<file path="config.mk">
export PLATFORM = sky130hd
export DESIGN_NAME = if_redirect_resp
export DESIGN_NICKNAME = d
export VERILOG_FILES = /design/src/rtl/cpu_hs_pkg.sv /design/src/rtl/hs_sync.sv /design/src/rtl/if_redirect_resp.sv
export SDC_FILE = /design/constraint.sdc
export NUM_CORES = 1
export LEC_CHECK = 0
export ABC_AREA = 1
export CORE_ASPECT_RATIO = 0.8
export CORE_MARGIN = 2
export CORE_UTILIZATION = 42
export CTS_BUF_LIST = sky130_fd_sc_hd__clkbuf_8
export DETAILED_ROUTE_END_ITERATION = 12
export PLACE_DENSITY = 0.73
export SLEW_MARGIN = 20
export SYNTH_ARGS = -nofsm -noshare
export SYNTH_HDL_FRONTEND = slang
export SYNTH_HIERARCHICAL = 1
export SYNTH_SLANG_ARGS = --single-unit
</file>
<file path="constraint.sdc">
create_clock -name clk_if -period 1.1 [get_ports clk_if]
set_input_delay 0.165 -clock clk_if [delete_from_list [all_inputs] [get_ports clk_if]]
set_output_delay 0.165 -clock clk_if [all_outputs]
set_load 0.02 [all_outputs]
</file>
<file path="src/rtl/cpu_hs_pkg.sv">
// Shared handshake definitions for the four-phase req/ack responder and
// initiator FSMs of the fetch/decode redirect path.
package cpu_hs_pkg;

  localparam int PC_W           = 8;
  localparam int HS_SYNC_STAGES = 2;

  typedef enum logic [1:0] {
    IDLE   = 2'd0,
    OFFER  = 2'd1,
    ACK_HI = 2'd2
  } hs_resp_state_t;

endpackage

</file>
<file path="src/rtl/hs_sync.sv">
// N-flop level synchronizer with asynchronous active-high reset to 0.
// N must be at least 2; only single-bit level signals may pass through it.
module hs_sync #(
  parameter int N = 2
) (
  input  logic clk,
  input  logic rst,
  input  logic d,
  output logic q
);

  logic [N-1:0] sync_q;
  logic [N-1:0] sync_d;

  // Shift the asynchronous level one stage deeper each clock.
  always_comb begin
    sync_d = {sync_q[N-2:0], d};
  end

  // Chain flops; cleared on reset so a held request is re-seen afterwards.
  always_ff @(posedge clk or posedge rst) begin
    if (rst) sync_q <= '0;
    else     sync_q <= sync_d;
  end

  assign q = sync_q[N-1];

endmodule

</file>
<file path="src/rtl/if_redirect_resp.sv">
// IF-domain responder of the four-phase redirect handshake from ID.
// Synchronizes req, captures the bundled address once req is seen, offers
// it to fetch over valid/ready, and returns a registered ack. Keeps a
// wrapping redirect count and a sticky flag for req dropped before ack.
module if_redirect_resp
  import cpu_hs_pkg::*;
#(
  parameter int ADDR_W      = PC_W,
  parameter int SYNC_STAGES = HS_SYNC_STAGES,  // 2..4
  parameter int CNT_W       = 8
) (
  input  logic              clk_if,
  input  logic              reset,
  input  logic              req_in,
  input  logic [ADDR_W-1:0] addr_in,
  output logic              ack_out,
  output logic              redir_valid,
  output logic [ADDR_W-1:0] redir_addr,
  input  logic              redir_ready,
  output logic [CNT_W-1:0]  redir_count,
  output logic              proto_err
);

  logic req_s;

  hs_sync #(.N(SYNC_STAGES)) u_req_sync (
    .clk (clk_if),
    .rst (reset),
    .d   (req_in),
    .q   (req_s)
  );

  hs_resp_state_t    state_q, state_d;
  logic              ack_q, ack_d;
  logic              valid_q, valid_d;
  logic [ADDR_W-1:0] addr_q, addr_d;
  logic [CNT_W-1:0]  count_q, count_d;
  logic              err_q, err_d;

  // Next state and next registered outputs of the handshake FSM.
  always_comb begin
    state_d = state_q;
    ack_d   = ack_q;
    valid_d = valid_q;
    addr_d  = addr_q;
    count_d = count_q;
    err_d   = err_q;
    case (state_q)
      IDLE: begin
        // addr_in is only looked at once req_s is high: bundled-data
        // guarantee says it has been stable since req_in rose.
        if (req_s) begin
          addr_d  = addr_in;
          valid_d = 1'b1;
          state_d = OFFER;
        end
      end
      OFFER: begin
        if (redir_ready) begin
          count_d = count_q + CNT_W'(1);
          valid_d = 1'b0;
          if (req_s) begin
            ack_d   = 1'b1;
            state_d = ACK_HI;
          end else begin
            // Transfer happened but req is already gone: no ack phase.
            err_d   = 1'b1;
            state_d = IDLE;
          end
        end else if (!req_s) begin
          err_d   = 1'b1;
          valid_d = 1'b0;
          state_d = IDLE;
        end
      end
      ACK_HI: begin
        if (!req_s) begin
          ack_d   = 1'b0;
          state_d = IDLE;
        end
      end
      default: begin
        ack_d   = 1'b0;
        valid_d = 1'b0;
        state_d = IDLE;
      end
    endcase
  end

  // State and registered outputs; reset drops any offer or ack at once.
  always_ff @(posedge clk_if or posedge reset) begin
    if (reset) begin
      state_q <= IDLE;
      ack_q   <= 1'b0;
      valid_q <= 1'b0;
      addr_q  <= '0;
      count_q <= '0;
      err_q   <= 1'b0;
    end else begin
      state_q <= state_d;
      ack_q   <= ack_d;
      valid_q <= valid_d;
      addr_q  <= addr_d;
      count_q <= count_d;
      err_q   <= err_d;
    end
  end

  assign ack_out     = ack_q;
  assign redir_valid = valid_q;
  assign redir_addr  = addr_q;
  assign redir_count = count_q;
  assign proto_err   = err_q;

endmodule
</file>
## Word-level counts from Yosys, hierarchy flattened

Index checks and enable logic that the tools add are counted.

- Bits of input ports: 12
- Output and inout bits: 19
- Bits in latches: 0
- Flip-flop bits (word level): 23
- Bits in read-only memories: 0
- Memory bits (writable): 0
- Memories kept: 0
- Word-level logic and storage cells: 35

- Equal/unequal tests: 7
- Add/subtract/negate cells: 1
- Order comparisons: 0
- Divide/modulo/power cells: 0
- Reduce and logical (&&, ||, !) cells: 6
- Mux-type cells: 11
- Shift operators: 0
- Bitwise logic cells: 3
- Multiply operators: 0

Operators with widths:

| operator | count |
|---|---|
| 8-bit by 1-bit adder with 8-bit output (second input constant) | 1 |
| 2-bit 2-to-1 mux | 4 |
| 1-bit case mux with 3 select lines | 2 |
| 2-bit case mux with 3 select lines | 1 |
| 2-bit AND reduction | 3 |
| 1-bit 2-to-1 mux | 4 |
| 2-bit by 1-bit inequality test with 1-bit output (second input constant) | 2 |
| 2-bit inequality test (second input constant) | 2 |
| 4-bit AND reduction | 1 |
| 3-bit inequality test (second input constant) | 1 |
| 1-bit NOT | 3 |
| 3-bit AND reduction | 1 |
| 2-bit by 1-bit == test with 1-bit output (second input constant) | 1 |
| 2-bit == test (second input constant) | 1 |
| 2-bit zero test | 1 |

## Logic depth before layout (Yosys ltp)

- Word-level depth: 3
- Mapped depth: 7
- Depth with buffers taken out: 7

## By module

The synthesis kept the hierarchy.

By module, submodules not included:

| module | area an instance (um^2) | instances | sequential area each (um^2) | cells an instance |
|---|---|---|---|---|
| if_redirect_resp | 930.9 | 1 | 525.5 | 109 |
| hs_sync | 53.8 | 1 | 50.0 | 3 |

## Worst setup path after synthesis

OpenSTA, ideal clock, no wires.

- Path type: register to register
- Start point: register state_q[0]
- End point: register addr_q[0] (netlist: redir_addr[0])
- Slack: -0.034 ns
- Clock period less this slack: 1.134 ns
- Library setup time: 0.117 ns
- Cell stages (with the launch flop): 5
- Buffers on the path: 0
- Arrival time: 1.017 ns
- Required time: 0.983 ns
- Cell sequence: dfrtp_1 > nor3_4 > inv_2 > nand2_1 > nand2_1

- Cells in the longest elaborated chain, start to end: 2

Ends and longest elaborated chain:

| element | line | text |
|---|---|---|
| start: declaration | if_redirect_resp.sv:33 | `hs_resp_state_t state_q, state_d;` |
| start signal: assignment | if_redirect_resp.sv:100 | `state_q <= state_d;` |
| 2-bit zero test | if_redirect_resp.sv:48 | `case (state_q)` |
| 2-bit AND reduction (no line) | -- |  |
| end signal: assignment | if_redirect_resp.sv:103 | `addr_q <= addr_d;` |
| end: declaration | if_redirect_resp.sv:36 | `logic [ADDR_W-1:0] addr_q, addr_d;` |

No other way between the ends.
A chain may end at the register's enable or synchronous reset.

## Worst setup path in the final report

- Start point: register count_q[2] (netlist: redir_count[2])
- End point: register count_q[5] (netlist: redir_count[5])

- Cells in the longest elaborated chain, start to end: 1

Ends and longest elaborated chain:

| element | line | text |
|---|---|---|
| start: declaration | if_redirect_resp.sv:37 | `logic [CNT_W-1:0] count_q, count_d;` |
| start signal: assignment | if_redirect_resp.sv:104 | `count_q <= count_d;` |
| 8-bit by 1-bit adder with 8-bit output | if_redirect_resp.sv:60 | `count_d = count_q + CNT_W'(1);` |

No other way between the ends.

==> run_results.csv <==
group,metric,value,unit
clock_tree,path_clk_slew,80,ps
clock_tree,clock_sinks,23,
cells_and_area,regArea,578,um^2
critical_path,reg2reg_depth,6,
critical_path,worst_ep_arrival_time,1260,ps
critical_path,startpoint_type,"flip-flop",
clock_tree,htree_levels,1,
outcome,violations,"negative setup slack",
place,port_buffers,30,
cells_and_area,antenna_cells,0,
route,first_pass_iters,4,
global_routing,track_usage,18.3,%
synth,synth.area.top_cells,"dfrtp_1, nand2_1, inv_1",
power_and_ir_drop,cellLeakagePower,0.760,nW
cells_and_area,n_fill_cell,177,
timing,slew-limit-headroom,86.8,%
cells_and_area,final_common_cell,"nand2_1",
critical_path,crit_path_end_kind,"flip-flop",
place,gp_congestion,0.743,
synth,synth_cell_types,18,
power_and_ir_drop,powerDensity,1810,nW/um^2
global_routing,grt_max_degree,22,
route,ant_nets,0,
timing,final-hold-violation-count,0,
synth,synthCells,112,
die,die_x,58.1,um
critical_path,r2r_end,"redir_count[5]$_DFFE_PP0P_",
synth,synth_area_per_cell,8.79,um^2
timing,period_needed,1100,ps
timing,rsz0062_at_grt,"yes",
die,die_height,47.3,um
outcome,outcome,"complete, but fails checks",
place,place.detailed.hpwl,1.64,mm
place,placed_cells,182,
global_routing,antenna_found_initial,0,
synth,ys_seq_area_share,58.4,%
cells_and_area,layout.cells.non_filler,188,
critical_path,crit_required,1260,ps
route,vias,874,
clock_tree,cts_max_path_buffers,2,
timing,hold_slack,90.7,ps
cells_and_area,syn2layout_area_growth,51.7,%
critical_path,crit_type,"reg -> reg",
cells_and_area,final_cell_mix,"nand2_1, dfrtp_1, buf_4",
clock_tree,clock_latency,260,ps
synth,ys_ff_latch,23,
hold_path,hp-class,"in -> async",
timing,setup_ws,-1.26,ps
die,initial_core_util,44.8,%
route,drt_iter0_drc,23,
synth,synth_area,985,um^2
cells_and_area,nets,177,
clock_tree,cts_tree,"yes",
clock_tree,hold_buffers,0,
power_and_ir_drop,peakVddDrop,1.20,mV
route,totalWireLength,2.28,mm
timing,worstMarginPinSlew,198,ps
critical_path,reg2reg_slack,-1,ps
die,rows,15,
global_routing,grt_first_pass_wirelength,3.59,mm
die,core,2200,um^2
timing,setup_viol,1,
place,pre_cts_slack,-278,ps
die,ios,31,
global_routing,grt_overflow,0,
job,max-cap-violations,0,
die,die_area,2750,um^2
global_routing,first_global_vias,830,
route,avgViaCountPerCell,4.65,
critical_path,path_max_fanout,3,
critical_path,r2r-start,"redir_count[2]$_DFFE_PP0P_",
synth,syn_nets,125,
power_and_ir_drop,total_power,2.71,mW
timing,fmax,908,MHz
timing,finalClockSkew,4.06,ps
clock_tree,numCtsBuffers,3,
clock_tree,cts_root_buffer,"clkbuf_8",
route,drc_errors,0,
synth,synth_top_area_share,58.4,%
timing,period_share,100,%
cells_and_area,multi_input_area,413,um^2
timing,drv_slew,0,
synth,yosys_warnings,6,
route,wl_per_cell,12.1,um
synth,yosysTopAreaCell,"dfrtp_1",
timing,tns,-1.26,ps
cells_and_area,layout-drive-gt1-share,36.8,%
## synthesized netlist by cell type
master / n
nand3_1: 2
nand2_2: 2
inv_1: 11
xnor2_1: 2
nand2_4: 1
a21oi_1: 3
inv_2: 2
nor2_1: 6
o22ai_1: 1
o21ai_1: 2
a31o_2: 1
nor3_4: 1
xor2_1: 1
o21ai_0: 2
ha_1: 1
nand2_1: 50
dfrtp_1: 23
nor2_4: 1
## power breakdown
part / switching [mW] / internal [mW] / leakage, nW / total (mW)
sequential: 0.101 / 1.00 / 0.283 / 1.10
combinational: 0.603 / 0.490 / 0.451 / 1.09
clock: 0.262 / 0.249 / 0.0269 / 0.512
## through the flow
step / cell area (um^2) / utilization [%]
5_1_grt: 1490 / 68.0
3_3_place_gp: 1440 / 65.7
3_5_place_dp: 1440 / 65.7
6_report: 1490 / 68.0
4_1_cts: 1530 / 69.5
2_1_floorplan: 986 / -
## state kept, by name (all words and copies together) (netlist names)
name,flops
ack_out,1
proto_err,1
redir_addr,8
redir_count,8
redir_valid,1
state_q,2
u_req_sync/sync_q,2
## cell families after synthesis
kind of cell               share of synthesized area [%]
buffers and inverters                               4.96
adders and majority gates                           1.27
and+or+nand+nor                                     27.6
DFF                                                 58.4
xor gates and xnor gates                            2.67
AOI/OAI and AO/OA                                   5.08
## worst max-delay path by stage
stage / from / to / slack [ps] / cells past startpoint
final: redir_count[2]$_DFFE_PP0P_ / redir_count[5]$_DFFE_PP0P_ / -1 / 6
after global routing: state_q[0]$_DFFE_PP0P_ / redir_count[5]$_DFFE_PP0P_ / -70 / 5
after CTS: redir_count[2]$_DFFE_PP0P_ / redir_count[6]$_DFFE_PP0P_ / -0.08 / 8
after detailed placement: redir_ready / redir_count[5]$_DFFE_PP0P_ / -280 / 6
after global placement: redir_ready / redir_count[4]$_DFFE_PP0P_ / -190 / 6
after floorplan: redir_count[2]$_DFFE_PP0P_ / redir_count[5]$_DFFE_PP0P_ / 5 / 5
## final cells by class
cell class	count	share of cell area, %
Inverter	13	3.27
Tap cell	25	2.09
Multi-Input combinational cell	76	27.6
Clock inverter	1	0.251
Clock buffer	3	2.76
Timing Repair Buffer	47	25.3
Sequential cell	23	38.7
## what timing repair did
action	in CTS	in global routing
buffers inserted	1	1
setup endpoints to repair	26	28
resized for setup	64	22
pin swaps	4	5
## per-layer routing
| layer | up-vias | GRT usage (%) | routed length [um] |
|---|---|---|---|
| met3 | 3 | 6.06 | 91 |
| met4 | 0 | 4.65 | 13 |
| met5 | - | 0 | 0 |
| met2 | 16 | 31.6 | 1210 |
| li1 | 445 | - | - |
| met1 | 410 | 22.6 | 973 |
## critical path, cell delays in order (launching register included)
cell	delay, ps
dfrtp_1	390
buf_6	130
nand2_4	50
nor2_4	120
nand2_2	100
o21ai_2	140
nand2_1	70
(Power assumes the default switching activity.)
